## src/rtl/rs232x_pkg.sv

```systemverilog
// Shared definitions for the rs232x serial device: register map, control/status
// bit positions, parity encodings and the engine state types.
// Pure declarations; no logic, no timing.
package rs232x_pkg;

    // Register addresses on the stb/we/addr bus
    localparam logic [1:0] ADDR_DATA      = 2'd0;
    localparam logic [1:0] ADDR_STAT_CTRL = 2'd1;
    localparam logic [1:0] ADDR_DIV       = 2'd2;
    localparam logic [1:0] ADDR_CTRL      = 2'd3;

    // Parity modes (control[1:0]); the fourth code behaves like PAR_NONE
    localparam logic [1:0] PAR_NONE = 2'd0;
    localparam logic [1:0] PAR_EVEN = 2'd1;
    localparam logic [1:0] PAR_ODD  = 2'd2;

    // Status register bit indices
    localparam int ST_RXBNE = 0;
    localparam int ST_TXBE  = 1;
    localparam int ST_RXBF  = 2;
    localparam int ST_TXBNF = 3;
    localparam int ST_FE    = 4;
    localparam int ST_PE    = 5;
    localparam int ST_OV    = 6;

    // Control register bit indices
    localparam int CT_PAR_LO   = 0;
    localparam int CT_PAR_HI   = 1;
    localparam int CT_TWO_STOP = 2;
    localparam int CT_CLR_ERR  = 3;
    localparam int CT_FLUSH_RX = 4;
    localparam int CT_FLUSH_TX = 5;
    localparam int CT_FLOW_EN  = 6;

    // Smallest divisor the engines can work with (RX needs a usable half-bit)
    localparam logic [15:0] DIV_MIN = 16'd4;

    typedef enum logic [2:0] {TX_IDLE, TX_START, TX_DATA, TX_PARITY, TX_STOP} tx_state_t;
    typedef enum logic [2:0] {RX_IDLE, RX_START, RX_DATA, RX_PARITY, RX_STOP} rx_state_t;

    function automatic logic parity_enabled(input logic [1:0] mode);
        return (mode == PAR_EVEN) || (mode == PAR_ODD);
    endfunction

    // Bit that makes the total count of ones even (PAR_EVEN) or odd (PAR_ODD)
    function automatic logic parity_bit(input logic [1:0] mode, input logic [7:0] d);
        return (mode == PAR_ODD) ? ~^d : ^d;
    endfunction

endpackage

```

## src/rtl/rs232x_fifo.sv

```systemverilog
// Synchronous byte FIFO with SLOTS entries (power of two, >= 2), show-ahead dout.
// Latency: push visible on empty/count the next cycle; dout is the head entry combinationally.
// Backpressure: push while full is dropped unless a pop happens the same cycle; pop while empty is ignored.
module rs232x_fifo #(
    parameter int SLOTS = 64,
    parameter int WIDTH = 8
) (
    input  logic                     clk,
    input  logic                     rst,
    input  logic                     push,
    input  logic                     pop,
    input  logic                     flush,
    input  logic [WIDTH-1:0]         din,
    output logic [WIDTH-1:0]         dout,
    output logic                     empty,
    output logic                     full,
    output logic [$clog2(SLOTS):0]   count
);
    localparam int AW = $clog2(SLOTS);

    logic [WIDTH-1:0] mem_q [SLOTS];
    logic [AW:0]      wr_ptr_q, wr_ptr_d;
    logic [AW:0]      rd_ptr_q, rd_ptr_d;
    logic             do_push, do_pop;

    // Pointers carry one extra wrap bit so full and empty are distinguishable
    assign empty   = (wr_ptr_q == rd_ptr_q);
    assign full    = (wr_ptr_q[AW] != rd_ptr_q[AW]) && (wr_ptr_q[AW-1:0] == rd_ptr_q[AW-1:0]);
    assign count   = wr_ptr_q - rd_ptr_q;
    assign dout    = mem_q[rd_ptr_q[AW-1:0]];
    assign do_pop  = pop && !empty;
    assign do_push = push && (!full || do_pop);

    // Next pointers; flush discards everything including a same-cycle push
    always_comb begin
        wr_ptr_d = wr_ptr_q;
        rd_ptr_d = rd_ptr_q;
        if (flush) begin
            rd_ptr_d = wr_ptr_q;
        end else begin
            if (do_push) wr_ptr_d = wr_ptr_q + 1'b1;
            if (do_pop)  rd_ptr_d = rd_ptr_q + 1'b1;
        end
    end

    // Pointer registers
    always_ff @(posedge clk) begin
        if (rst) begin
            wr_ptr_q <= '0;
            rd_ptr_q <= '0;
        end else begin
            wr_ptr_q <= wr_ptr_d;
            rd_ptr_q <= rd_ptr_d;
        end
    end

    // Storage write; contents need no reset since the pointers define validity
    always_ff @(posedge clk) begin
        if (do_push && !flush) mem_q[wr_ptr_q[AW-1:0]] <= din;
    end

endmodule

```

## src/rtl/rs232x.sv

```systemverilog
// RS232 UART on the stb/we/addr bus: programmable divisor, parity, 1/2 stop bits, RX/TX FIFOs.
// Latency: zero-wait bus (ack = stb); TX write in cycle N puts the start bit on txd in cycle N+2.
// Backpressure: TX writes to a full FIFO are dropped, RX bytes arriving to a full FIFO set OV.
// Optional hardware flow control (cts_n/rts_n, control bit 6) with `define RS232X_HWFLOW_EN.
module rs232x
    import rs232x_pkg::*;
#(
    parameter int CLOCK_FREQ   = 50_000_000,
    parameter int DEFAULT_BAUD = 115200,
    parameter int BUF_SLOTS    = 64
) (
    input  logic        clk,
    input  logic        rst,
    input  logic        stb,
    input  logic        we,
    input  logic [1:0]  addr,
    input  logic [31:0] data_in,
    output logic [31:0] data_out,
    output logic        ack,
    input  logic        rxd,
    output logic        txd
`ifdef RS232X_HWFLOW_EN
    ,
    input  logic        cts_n,
    output logic        rts_n
`endif
);
    localparam int          CW        = $clog2(BUF_SLOTS) + 1;
    localparam logic [15:0] DIV_RESET = 16'(CLOCK_FREQ / DEFAULT_BAUD);

    // Bus decode
    logic rd_en, wr_en, rx_pop, tx_push, ctrl_wr, div_wr;
    logic err_clr, rx_flush, tx_flush;
    assign ack      = stb;
    assign rd_en    = stb && !we;
    assign wr_en    = stb && we;
    assign rx_pop   = rd_en && (addr == ADDR_DATA);
    assign tx_push  = wr_en && (addr == ADDR_DATA);
    assign ctrl_wr  = wr_en && (addr == ADDR_STAT_CTRL);
    assign div_wr   = wr_en && (addr == ADDR_DIV);
    assign err_clr  = ctrl_wr && data_in[CT_CLR_ERR];
    assign rx_flush = ctrl_wr && data_in[CT_FLUSH_RX];
    assign tx_flush = ctrl_wr && data_in[CT_FLUSH_TX];

    // FIFOs
    logic [7:0]    rx_dout, tx_dout, rx_din;
    logic          rx_empty, rx_full, tx_empty, tx_full, rx_push, tx_start;
    logic [CW-1:0] rx_count, tx_count;

    rs232x_fifo #(.SLOTS(BUF_SLOTS), .WIDTH(8)) u_rx_fifo (
        .clk(clk), .rst(rst), .push(rx_push), .pop(rx_pop), .flush(rx_flush),
        .din(rx_din), .dout(rx_dout), .empty(rx_empty), .full(rx_full), .count(rx_count)
    );

    rs232x_fifo #(.SLOTS(BUF_SLOTS), .WIDTH(8)) u_tx_fifo (
        .clk(clk), .rst(rst), .push(tx_push), .pop(tx_start), .flush(tx_flush),
        .din(data_in[7:0]), .dout(tx_dout), .empty(tx_empty), .full(tx_full), .count(tx_count)
    );

    // Configuration and sticky error registers
    logic [1:0]  par_q, par_d;
    logic        two_stop_q, two_stop_d;
    logic [15:0] div_q, div_d;
    logic        fe_q, fe_d, pe_q, pe_d, ov_q, ov_d;
    logic        fe_set, pe_set, ov_set;
    logic        flow_en, cts_ok;

    // Next-state for control, divisor and errors; a same-cycle set beats a clear
    always_comb begin
        par_d      = par_q;
        two_stop_d = two_stop_q;
        div_d      = div_q;
        if (ctrl_wr) begin
            par_d      = data_in[CT_PAR_HI:CT_PAR_LO];
            two_stop_d = data_in[CT_TWO_STOP];
        end
        if (div_wr) div_d = (data_in[15:0] < DIV_MIN) ? DIV_MIN : data_in[15:0];
        fe_d = fe_set | (fe_q & ~err_clr);
        pe_d = pe_set | (pe_q & ~err_clr);
        ov_d = ov_set | (ov_q & ~err_clr);
    end

    // Configuration and error flops
    always_ff @(posedge clk) begin
        if (rst) begin
            par_q      <= PAR_NONE;
            two_stop_q <= 1'b0;
            div_q      <= DIV_RESET;
            fe_q       <= 1'b0;
            pe_q       <= 1'b0;
            ov_q       <= 1'b0;
        end else begin
            par_q      <= par_d;
            two_stop_q <= two_stop_d;
            div_q      <= div_d;
            fe_q       <= fe_d;
            pe_q       <= pe_d;
            ov_q       <= ov_d;
        end
    end

`ifdef RS232X_HWFLOW_EN
    logic flow_en_q, flow_en_d, cts_s1_q, cts_s2_q, rts_n_q, rts_n_d;
    localparam logic [CW-1:0] RTS_LEVEL = CW'(BUF_SLOTS - 2);

    // Flow enable bit, and rts_n raised once two or fewer RX slots remain
    always_comb begin
        flow_en_d = ctrl_wr ? data_in[CT_FLOW_EN] : flow_en_q;
        rts_n_d   = flow_en_q && (rx_count >= RTS_LEVEL);
    end

    // cts_n synchroniser plus flow-control flops
    always_ff @(posedge clk) begin
        if (rst) begin
            flow_en_q <= 1'b0;
            cts_s1_q  <= 1'b1;
            cts_s2_q  <= 1'b1;
            rts_n_q   <= 1'b1;
        end else begin
            flow_en_q <= flow_en_d;
            cts_s1_q  <= cts_n;
            cts_s2_q  <= cts_s1_q;
            rts_n_q   <= rts_n_d;
        end
    end

    assign flow_en = flow_en_q;
    assign cts_ok  = !flow_en_q || !cts_s2_q;
    assign rts_n   = rts_n_q;
`else
    assign flow_en = 1'b0;
    assign cts_ok  = 1'b1;
`endif

    // ---------------- TX engine ----------------
    tx_state_t   tx_state_q;
    logic        txd_q;
    logic [15:0] tx_cnt_q, tx_div_q;
    logic [2:0]  tx_bit_q;
    logic [7:0]  tx_byte_q;
    logic [1:0]  tx_par_q;
    logic        tx_two_q, tx_stop2_q;
    logic        tx_bit_end, tx_last_stop;

    assign tx_bit_end   = (tx_cnt_q == 16'd0);
    assign tx_last_stop = (tx_state_q == TX_STOP) && tx_bit_end && (!tx_two_q || tx_stop2_q);
    // A new frame starts from idle or straight out of the final stop bit (no gap)
    assign tx_start     = !tx_empty && cts_ok && ((tx_state_q == TX_IDLE) || tx_last_stop);
    assign txd          = txd_q;

    // TX frame sequencer; divisor and framing are captured when the frame starts
    always_ff @(posedge clk) begin
        if (rst) begin
            tx_state_q <= TX_IDLE;
            txd_q      <= 1'b1;
            tx_cnt_q   <= '0;
            tx_div_q   <= DIV_RESET;
            tx_bit_q   <= '0;
            tx_byte_q  <= '0;
            tx_par_q   <= PAR_NONE;
            tx_two_q   <= 1'b0;
            tx_stop2_q <= 1'b0;
        end else if (tx_start) begin
            tx_state_q <= TX_START;
            txd_q      <= 1'b0;
            tx_byte_q  <= tx_dout;
            tx_div_q   <= div_q;
            tx_par_q   <= par_q;
            tx_two_q   <= two_stop_q;
            tx_stop2_q <= 1'b0;
            tx_cnt_q   <= div_q - 16'd1;
        end else begin
            case (tx_state_q)
                TX_IDLE: txd_q <= 1'b1;
                TX_START: begin
                    if (tx_bit_end) begin
                        tx_state_q <= TX_DATA;
                        tx_bit_q   <= 3'd0;
                        txd_q      <= tx_byte_q[0];
                        tx_cnt_q   <= tx_div_q - 16'd1;
                    end else tx_cnt_q <= tx_cnt_q - 16'd1;
                end
                TX_DATA: begin
                    if (tx_bit_end) begin
                        tx_cnt_q <= tx_div_q - 16'd1;
                        if (tx_bit_q == 3'd7) begin
                            if (parity_enabled(tx_par_q)) begin
                                tx_state_q <= TX_PARITY;
                                txd_q      <= parity_bit(tx_par_q, tx_byte_q);
                            end else begin
                                tx_state_q <= TX_STOP;
                                txd_q      <= 1'b1;
                            end
                        end else begin
                            tx_bit_q <= tx_bit_q + 3'd1;
                            txd_q    <= tx_byte_q[tx_bit_q + 3'd1];
                        end
                    end else tx_cnt_q <= tx_cnt_q - 16'd1;
                end
                TX_PARITY: begin
                    if (tx_bit_end) begin
                        tx_state_q <= TX_STOP;
                        txd_q      <= 1'b1;
                        tx_cnt_q   <= tx_div_q - 16'd1;
                    end else tx_cnt_q <= tx_cnt_q - 16'd1;
                end
                TX_STOP: begin
                    if (tx_bit_end) begin
                        if (tx_two_q && !tx_stop2_q) begin
                            tx_stop2_q <= 1'b1;
                            tx_cnt_q   <= tx_div_q - 16'd1;
                        end else begin
                            tx_state_q <= TX_IDLE;
                            txd_q      <= 1'b1;
                        end
                    end else tx_cnt_q <= tx_cnt_q - 16'd1;
                end
                default: begin
                    tx_state_q <= TX_IDLE;
                    txd_q      <= 1'b1;
                end
            endcase
        end
    end

    // ---------------- RX engine ----------------
    rx_state_t   rx_state_q;
    logic        rx_s1_q, rx_s2_q, rx_s3_q;
    logic [15:0] rx_cnt_q, rx_div_q;
    logic [2:0]  rx_bit_q;
    logic [7:0]  rx_byte_q;
    logic [1:0]  rx_par_q;
    logic        rx_pbit_q;
    logic        rx_sample, rx_done, rx_fall;

    // rxd is asynchronous: two flops to resolve metastability, a third to find the falling edge
    always_ff @(posedge clk) begin
        if (rst) begin
            rx_s1_q <= 1'b1;
            rx_s2_q <= 1'b1;
            rx_s3_q <= 1'b1;
        end else begin
            rx_s1_q <= rxd;
            rx_s2_q <= rx_s1_q;
            rx_s3_q <= rx_s2_q;
        end
    end

    assign rx_fall   = rx_s3_q && !rx_s2_q;
    assign rx_sample = (rx_cnt_q == 16'd0);
    assign rx_done   = (rx_state_q == RX_STOP) && rx_sample;
    assign rx_din    = rx_byte_q;
    assign rx_push   = rx_done && rx_s2_q;
    assign fe_set    = rx_done && !rx_s2_q;
    assign pe_set    = rx_push && parity_enabled(rx_par_q) && (rx_pbit_q != parity_bit(rx_par_q, rx_byte_q));
    // A read in the same cycle frees a slot, so the byte still lands
    assign ov_set    = rx_push && rx_full && !rx_pop;

    // RX frame sequencer: first sample at mid start bit, then once per bit period
    always_ff @(posedge clk) begin
        if (rst) begin
            rx_state_q <= RX_IDLE;
            rx_cnt_q   <= '0;
            rx_div_q   <= DIV_RESET;
            rx_bit_q   <= '0;
            rx_byte_q  <= '0;
            rx_par_q   <= PAR_NONE;
            rx_pbit_q  <= 1'b0;
        end else begin
            case (rx_state_q)
                RX_IDLE: begin
                    if (rx_fall) begin
                        rx_state_q <= RX_START;
                        rx_div_q   <= div_q;
                        rx_par_q   <= par_q;
                        rx_cnt_q   <= (div_q >> 1) - 16'd1;
                    end
                end
                RX_START: begin
                    if (rx_sample) begin
                        if (!rx_s2_q) begin
                            rx_state_q <= RX_DATA;
                            rx_bit_q   <= 3'd0;
                            rx_cnt_q   <= rx_div_q - 16'd1;
                        end else rx_state_q <= RX_IDLE;
                    end else rx_cnt_q <= rx_cnt_q - 16'd1;
                end
                RX_DATA: begin
                    if (rx_sample) begin
                        rx_byte_q[rx_bit_q] <= rx_s2_q;
                        rx_cnt_q            <= rx_div_q - 16'd1;
                        rx_bit_q            <= rx_bit_q + 3'd1;
                        if (rx_bit_q == 3'd7)
                            rx_state_q <= parity_enabled(rx_par_q) ? RX_PARITY : RX_STOP;
                    end else rx_cnt_q <= rx_cnt_q - 16'd1;
                end
                RX_PARITY: begin
                    if (rx_sample) begin
                        rx_pbit_q  <= rx_s2_q;
                        rx_state_q <= RX_STOP;
                        rx_cnt_q   <= rx_div_q - 16'd1;
                    end else rx_cnt_q <= rx_cnt_q - 16'd1;
                end
                RX_STOP: begin
                    if (rx_sample) rx_state_q <= RX_IDLE;
                    else rx_cnt_q <= rx_cnt_q - 16'd1;
                end
                default: rx_state_q <= RX_IDLE;
            endcase
        end
    end

    // ---------------- Read mux ----------------
    logic [31:0] status, ctrl_rd;

    // Status word assembly
    always_comb begin
        status           = '0;
        status[ST_RXBNE] = !rx_empty;
        status[ST_TXBE]  = tx_empty && (tx_state_q == TX_IDLE);
        status[ST_RXBF]  = rx_full;
        status[ST_TXBNF] = !tx_full;
        status[ST_FE]    = fe_q;
        status[ST_PE]    = pe_q;
        status[ST_OV]    = ov_q;
        ctrl_rd                        = '0;
        ctrl_rd[CT_PAR_HI:CT_PAR_LO]   = par_q;
        ctrl_rd[CT_TWO_STOP]           = two_stop_q;
        ctrl_rd[CT_FLOW_EN]            = flow_en;
    end

    // Read data is combinational and zero outside a read
    always_comb begin
        data_out = '0;
        if (rd_en) begin
            case (addr)
                ADDR_DATA:      data_out = {24'd0, rx_empty ? 8'd0 : rx_dout};
                ADDR_STAT_CTRL: data_out = status;
                ADDR_DIV:       data_out = {16'd0, div_q};
                ADDR_CTRL:      data_out = ctrl_rd;
                default:        data_out = '0;
            endcase
        end
    end

    // Bits intentionally left unread
    logic unused_ok;
`ifdef RS232X_HWFLOW_EN
    assign unused_ok = ^{data_in[31:16], tx_count};
`else
    assign unused_ok = ^{data_in[31:16], tx_count, rx_count};
`endif

endmodule

```

## config.mk

```make
export PLATFORM = sky130hd
export DESIGN_NAME = rs232x
export DESIGN_NICKNAME = d
export VERILOG_FILES = /design/src/rtl/rs232x_pkg.sv /design/src/rtl/rs232x_fifo.sv /design/src/rtl/rs232x.sv
export SDC_FILE = /design/constraint.sdc
export NUM_CORES = 2
export LEC_CHECK = 0
export ABC_AREA = 1
export BUFFER_PORTS_ARGS = -buffer_cell sky130_fd_sc_hd__buf_4
export CORE_MARGIN = 2
export CORE_UTILIZATION = 46
export DETAILED_ROUTE_END_ITERATION = 8
export REMOVE_ABC_BUFFERS = 1
export SLEW_MARGIN = 40
export SYNTH_ARGS = -nofsm -noshare
export SYNTH_HDL_FRONTEND = slang
export SYNTH_HIERARCHICAL = 1
export SYNTH_SLANG_ARGS = --single-unit
```

## constraint.sdc

```tcl
create_clock -name clk -period 2.9 [get_ports clk]
set_input_delay 0.29 -clock clk [delete_from_list [all_inputs] [get_ports clk]]
set_output_delay 0.29 -clock clk [all_outputs]
set_load 0.005 [all_outputs]
```

; ---- Word level (Yosys, flattened, before mapping)
; Memory sizes are Yosys's and may differ from the RTL's. A register that Yosys moved wholly into a read port is not among the register bits.
; Index checks and enable logic that the tools add are counted.
[word_totals]
ff_bits = 145
latch_bits = 0
mem_bits_rw = 1024
rom_bits = 0
input_bits = 39
out_inout_bits = 34
word_cells = 253
memories = 2
[op_classes]
add_sub_neg = 12
mul = 0
n_div = 0
n_lt_le_gt_ge = 4
eq_ne = 48
shifts = 0
mux = 67
bitwise = 11
n_reduce_logical = 80
[memory_table]
columns = name, words, word_bits, read_ports, rd_ports_with_merged_regs, write_ports, line
row1 = u_rx_fifo.mem_q, 64, 8, 1, 1, 1, rs232x_fifo.sv:21  ; logic [WIDTH-1:0] mem_q [SLOTS];
row2 = u_tx_fifo.mem_q, 64, 8, 1, 1, 1, rs232x_fifo.sv:21
[op_table]
columns = operator, count
row1 = 16-bit 2-to-1 mux, 10
row2 = 32-bit case mux with 4 select lines, 1
row3 = "16-bit by 1-bit subtractor with 16-bit output, second input constant", 5
row4 = 16-bit case mux with 4 select lines, 1
row5 = 3-bit 2-to-1 mux, 20
row6 = 16-bit zero test, 2
row7 = 32-bit 2-to-1 mux, 1
row8 = 16-bit case mux with 2 select lines, 1
row9 = 1-bit logical AND, 31
row10 = "2-bit inequality test, second input constant", 15
row11 = 3-bit case mux with 5 select lines, 2
row12 = "7-bit by 1-bit adder with 7-bit output, second input constant", 4
row13 = 7-bit 2-to-1 mux, 4
row14 = "3-bit by 2-bit inequality test with 1-bit output, second input constant", 6
row15 = 1-bit 2-to-1 mux, 17
row16 = "16-bit by 3-bit < comparator with 1-bit output, second input constant", 1
row17 = 8-bit XNOR reduction, 2
row18 = 8-bit XOR reduction, 2
row19 = "15-bit by 1-bit subtractor with 16-bit output, second input constant", 1
row20 = 7-bit == test, 2
row21 = 7-bit AND reduction, 2
row22 = "3-bit by 2-bit == test with 1-bit output, second input constant", 4
row23 = "3-bit == test, second input constant", 4
row24 = 6-bit == test, 2
row25 = other kinds (35), 82

; ---- Logic depth before layout (Yosys ltp)
[depth]
ltp_word = 11
ltp_mapped = 22
ltp_nobuf = 22

; ---- Cells and area by module
; Netlist, hierarchy kept.
[by_module_without_submodules]
columns = mod, n_inst, cells_per_inst, area_each_um2, seq_area_each_um2
row1 = rs232x_fifo at u_rx_fifo, 1, 1951, 22094.9, 15775.1
row2 = rs232x_fifo at u_tx_fifo, 1, 1950, 22092.4, 15775.1
row3 = rs232x, 1, 1125, 7458.4, 2502.4

; ---- Least setup slack after synthesis
; OpenSTA, ideal clock, no wires.
[synth_timing]
kind = reg-to-reg
from = register u_tx_fifo.wr_ptr_q[0]
to = memory u_tx_fifo.mem_q[24][0] (enable)
setup_time_ps = 370
arrival_time_ps = 2673
t_required_ps = 2530
slack_ps = -144
stages_incl_launch_ff = 18
path_buffers = 2
period_less_slack_ps = 3044
cell_sequence = dfxtp_1 > inv_2 > ha_1 > nand2_1 > nor3_1 > nand2_1 > inv_1 > inv_1 > nand2_4 > inv_2 > clkbuf_1 > inv_1 > nand2_2 > nand2_4 > inv_2 > buf_6 > nand4_4 > nor2_1
[synth_via]
elab_chain_len = 9
word_cells_on_any_way = 12
classes_between = eq/ne: 2 / mux: 2 / reduce/logical: 8
[synth_lines]
columns = element, line
row1 = from (decl), rs232x_fifo.sv:22  ; logic [AW:0] wr_ptr_q, wr_ptr_d;
row2 = from (signal assigned), rs232x_fifo.sv:52  ; wr_ptr_q <= wr_ptr_d;
row3 = 7-bit == test, rs232x_fifo.sv:27  ; assign empty = (wr_ptr_q == rd_ptr_q);
row4 = net tx_empty, rs232x.sv:47  ; logic rx_empty, rx_full, tx_empty, tx_full, rx_push, tx_start;
row5 = 1-bit zero test, rs232x.sv:148  ; assign tx_start = !tx_empty && cts_ok && ((tx_state_q == TX_IDLE) || tx_last_stop);
row6 = 1-bit logical AND, rs232x.sv:148
row7 = net tx_start, rs232x.sv:47
row8 = 1-bit logical AND, rs232x_fifo.sv:31  ; assign do_pop = pop && !empty;
row9 = 1-bit logical OR, rs232x_fifo.sv:32  ; assign do_push = push && (!full || do_pop);
row10 = 1-bit logical AND, rs232x_fifo.sv:32
row11 = 1-bit logical AND, rs232x_fifo.sv:59  ; if (do_push && !flush) mem_q[wr_ptr_q[AW-1:0]] <= din;
row12 = 1-bit 2-to-1 mux, rs232x_fifo.sv:59
row13 = 1-bit 2-to-1 mux (implied by the code), rs232x_fifo.sv:59
row14 = to (decl), rs232x_fifo.sv:21
; The timed path passes the listed nets, and every way through them passes these cells.

==> run metrics <==
hold path depth 1; initial antenna violation count 1; pwr dens 671 mW/mm²; routed via count 36675; Max IR drop VDD 0.496 mV; post-route ant nets 0; grt ovf 0; Seq pwr share 0.470; core area 0.111 mm²; CP Launch Type flop; Routed WL 137000 µm; Placement Cell Area 0.0547 mm²; mapped cell area 0.0514 mm²; initial drt markers 3696; Finish-stage setup viols 8; setup TNS -2900 ps; first-pass GRT wire length 206000 µm; Sink Count 1189; Setup CP Type reg2out; RSZ-0062 raised after global routing true; I/O Buffers 40; Slew HR 0.436; Syn Inst Count 4990; CTS tree yes; Sequential Area 0.0341 mm²; post-DP HPWL 79500 µm; Clk pwr share 0.384; class of the worst hold path in2reg; Reg clk slew, reported paths 70 ps; failing checks setup timing; share of layout cells above drive strength 1 0.144; Final Wtd Congestion 0.915; Starting Density 0.464; Lkg Pwr 22.7 nW; Final nets 5286; Design Area, Final 0.0605 mm²; crit-path max FO 6; die area 0.114 mm²; Layout fillers 9594; Logic pwr share 0.146; Int Pwr 0.0298 W; final worst setup slack -389 ps; Period Utilization, post-route 1.13; switching power 0.0107 W; measured slew at the worst slew-check pin 846 ps; Final Hold Vio Count 0; YS warnings 6; Max Slew Vio Count 0; Sw Share 0.265; Critical Path RT 2610 ps; DR WL/cell 20.2 µm; fin crit period 3290 ps; synthesized area per cell 10.3 µm²; element type at the critical path end output pin; clock skew 30.2 ps; clk_lat worst skew 730 ps; number of max-cap violations 0; footprint of the multi-input gates 0.0158 mm²; outcome finished, violations left; WP data arrival 3000 ps; Max clock buf depth 3; Root Buffer clkbuf_16; Worst Reg-to-Reg Cells 15; Ports 73; largest net degree at the start of global routing 123; Vias/cell 5.39; Residual DRC 0; # rows 122; DR pass1 iterations 5; Num CTS Buffers 120; Area growth syn-to-layout 17.6%; Design Power 0.0405 W; CTS H-tree lvls 3; Die W 338 µm; Total GRT Usage 0.230; Max Freq 304 MHz; die span in y 338 µm; vias in the first global route 34403
==> worst max-delay path, cell delays in order (launching register included) <==
cell	delay [ps]
dfxtp_4	450
buf_6	160
buf_12	170
buf_12	130
buf_16	130
nand2_1	80
nand3_2	90
nand3_2	90
nand2_1	100
nand2_2	60
nand3_2	120
nand3_2	100
nand2_2	130
a31oi_1	100
nor2_1	130
buf_4	150
buf_4	110
==> layout make-up <==
| type | instances | area share |
|---|---|---|
| tap | 1488 | 0.0308 |
| clock inverter | 75 | 0.0137 |
| sequential | 1189 | 0.564 |
| multi-input combinational | 3326 | 0.261 |
| inverter | 205 | 0.0131 |
| timing repair buffer | 377 | 0.0653 |
| antenna | 2 | 0.0000828 |
| clock buffer | 143 | 0.0519 |
| timing repair inverter | 1 | 0.000186 |
==> layer usage <==
metal	GRT usage	wire length (µm)	up-vias
li1	-	-	17638
met1	0.327	60300	17650
met2	0.373	64800	1166
met3	0.0286	8030	221
met4	0.0679	4090	0
met5	0	0	-
==> repair_timing <==
action,CTS,global route
pin swaps,9,45
gates resized for setup,55,131
buffers inserted,6,13
hold endpoints to repair,65,0
cloned,9,18
hold buffers,14,0
setup endpoints to repair,173,688
==> power by group through the flow <==
stage               sequential [W]  clock, W  combinational, W
finish                      0.0190    0.0156           0.00592
global route                0.0191    0.0165           0.00659
CTS                         0.0190    0.0159           0.00568
detailed placement          0.0194         0           0.00556
global placement            0.0194         0           0.00554
floorplan                   0.0194         0           0.00369
==> path summary, 6_finish.rpt <==
check	end	startpoint	slack [ps]
min reg2reg	rx_s2_q	rx_s1_q	450
min	u_tx_fifo/mem_q[17][1]	data_in[1]	80
max reg2reg	u_rx_fifo/mem_q[26][4]	rx_cnt_q[6]	150
max	data_out[3]	flop	-390
==> through the flow <==
stage	hold WS, ps	instances	utilization	worst slack (ps)
2_1_floorplan	359	4720	-	-6910
3_3_place_gp	441	6527	0.494	-4.85
3_5_place_dp	446	6527	0.494	-46.5
4_1_cts	74.2	6773	0.535	-421
5_1_grt	71.5	6804	0.546	-507
6_report	78.5	6806	0.546	-389
==> layout by cell type (no fill, tap or decap), types with 6 or more instances in the layout <==
cell           instances
nand2_2               43
o22ai_1                6
nand4_1               14
nor2_4                 6
clkinv_1              21
or2_2                  6
a31oi_1               12
buf_12                33
xnor2_1               19
ha_1                  25
buf_4                277
dlygate4sd3_1         14
a211oi_1               9
clkinv_2              24
inv_1                184
o21ai_0              118
xor2_1                37
nand2_4               10
dfxtp_1              151
clkinvlp_4             8
bufinv_16             14
clkbuf_1              19
a21oi_1              112
clkbuf_16            137
nor2_1               257
buf_6                 21
o211ai_1              14
edfxtp_1            1024
conb_1                16
nand3_1              895
nor3_1                27
buf_16                14
a311oi_1               9
inv_2                 15
dfxtp_2               10
nand3_4                8
nand2_1             1528
nand3_2               61
nor2_2                42
==> flip-flops by register name, summed over array words and instances, names as in the netlist, 3 cells and up, named ones only <==
signal,flops
u_rx_fifo/rd_ptr_q,7
rx_state_q,3
tx_div_q,16
u_rx_fifo/mem_q,512
tx_cnt_q,16
rx_cnt_q,16
u_tx_fifo/rd_ptr_q,7
div_q,16
tx_byte_q,8
rx_byte_q,8
u_tx_fifo/wr_ptr_q,7
tx_state_q,3
u_rx_fifo/wr_ptr_q,7
rx_bit_q,3
tx_bit_q,3
rx_div_q,16
u_tx_fifo/mem_q,512
No activity file was read; power rests on OpenSTA's default activity.
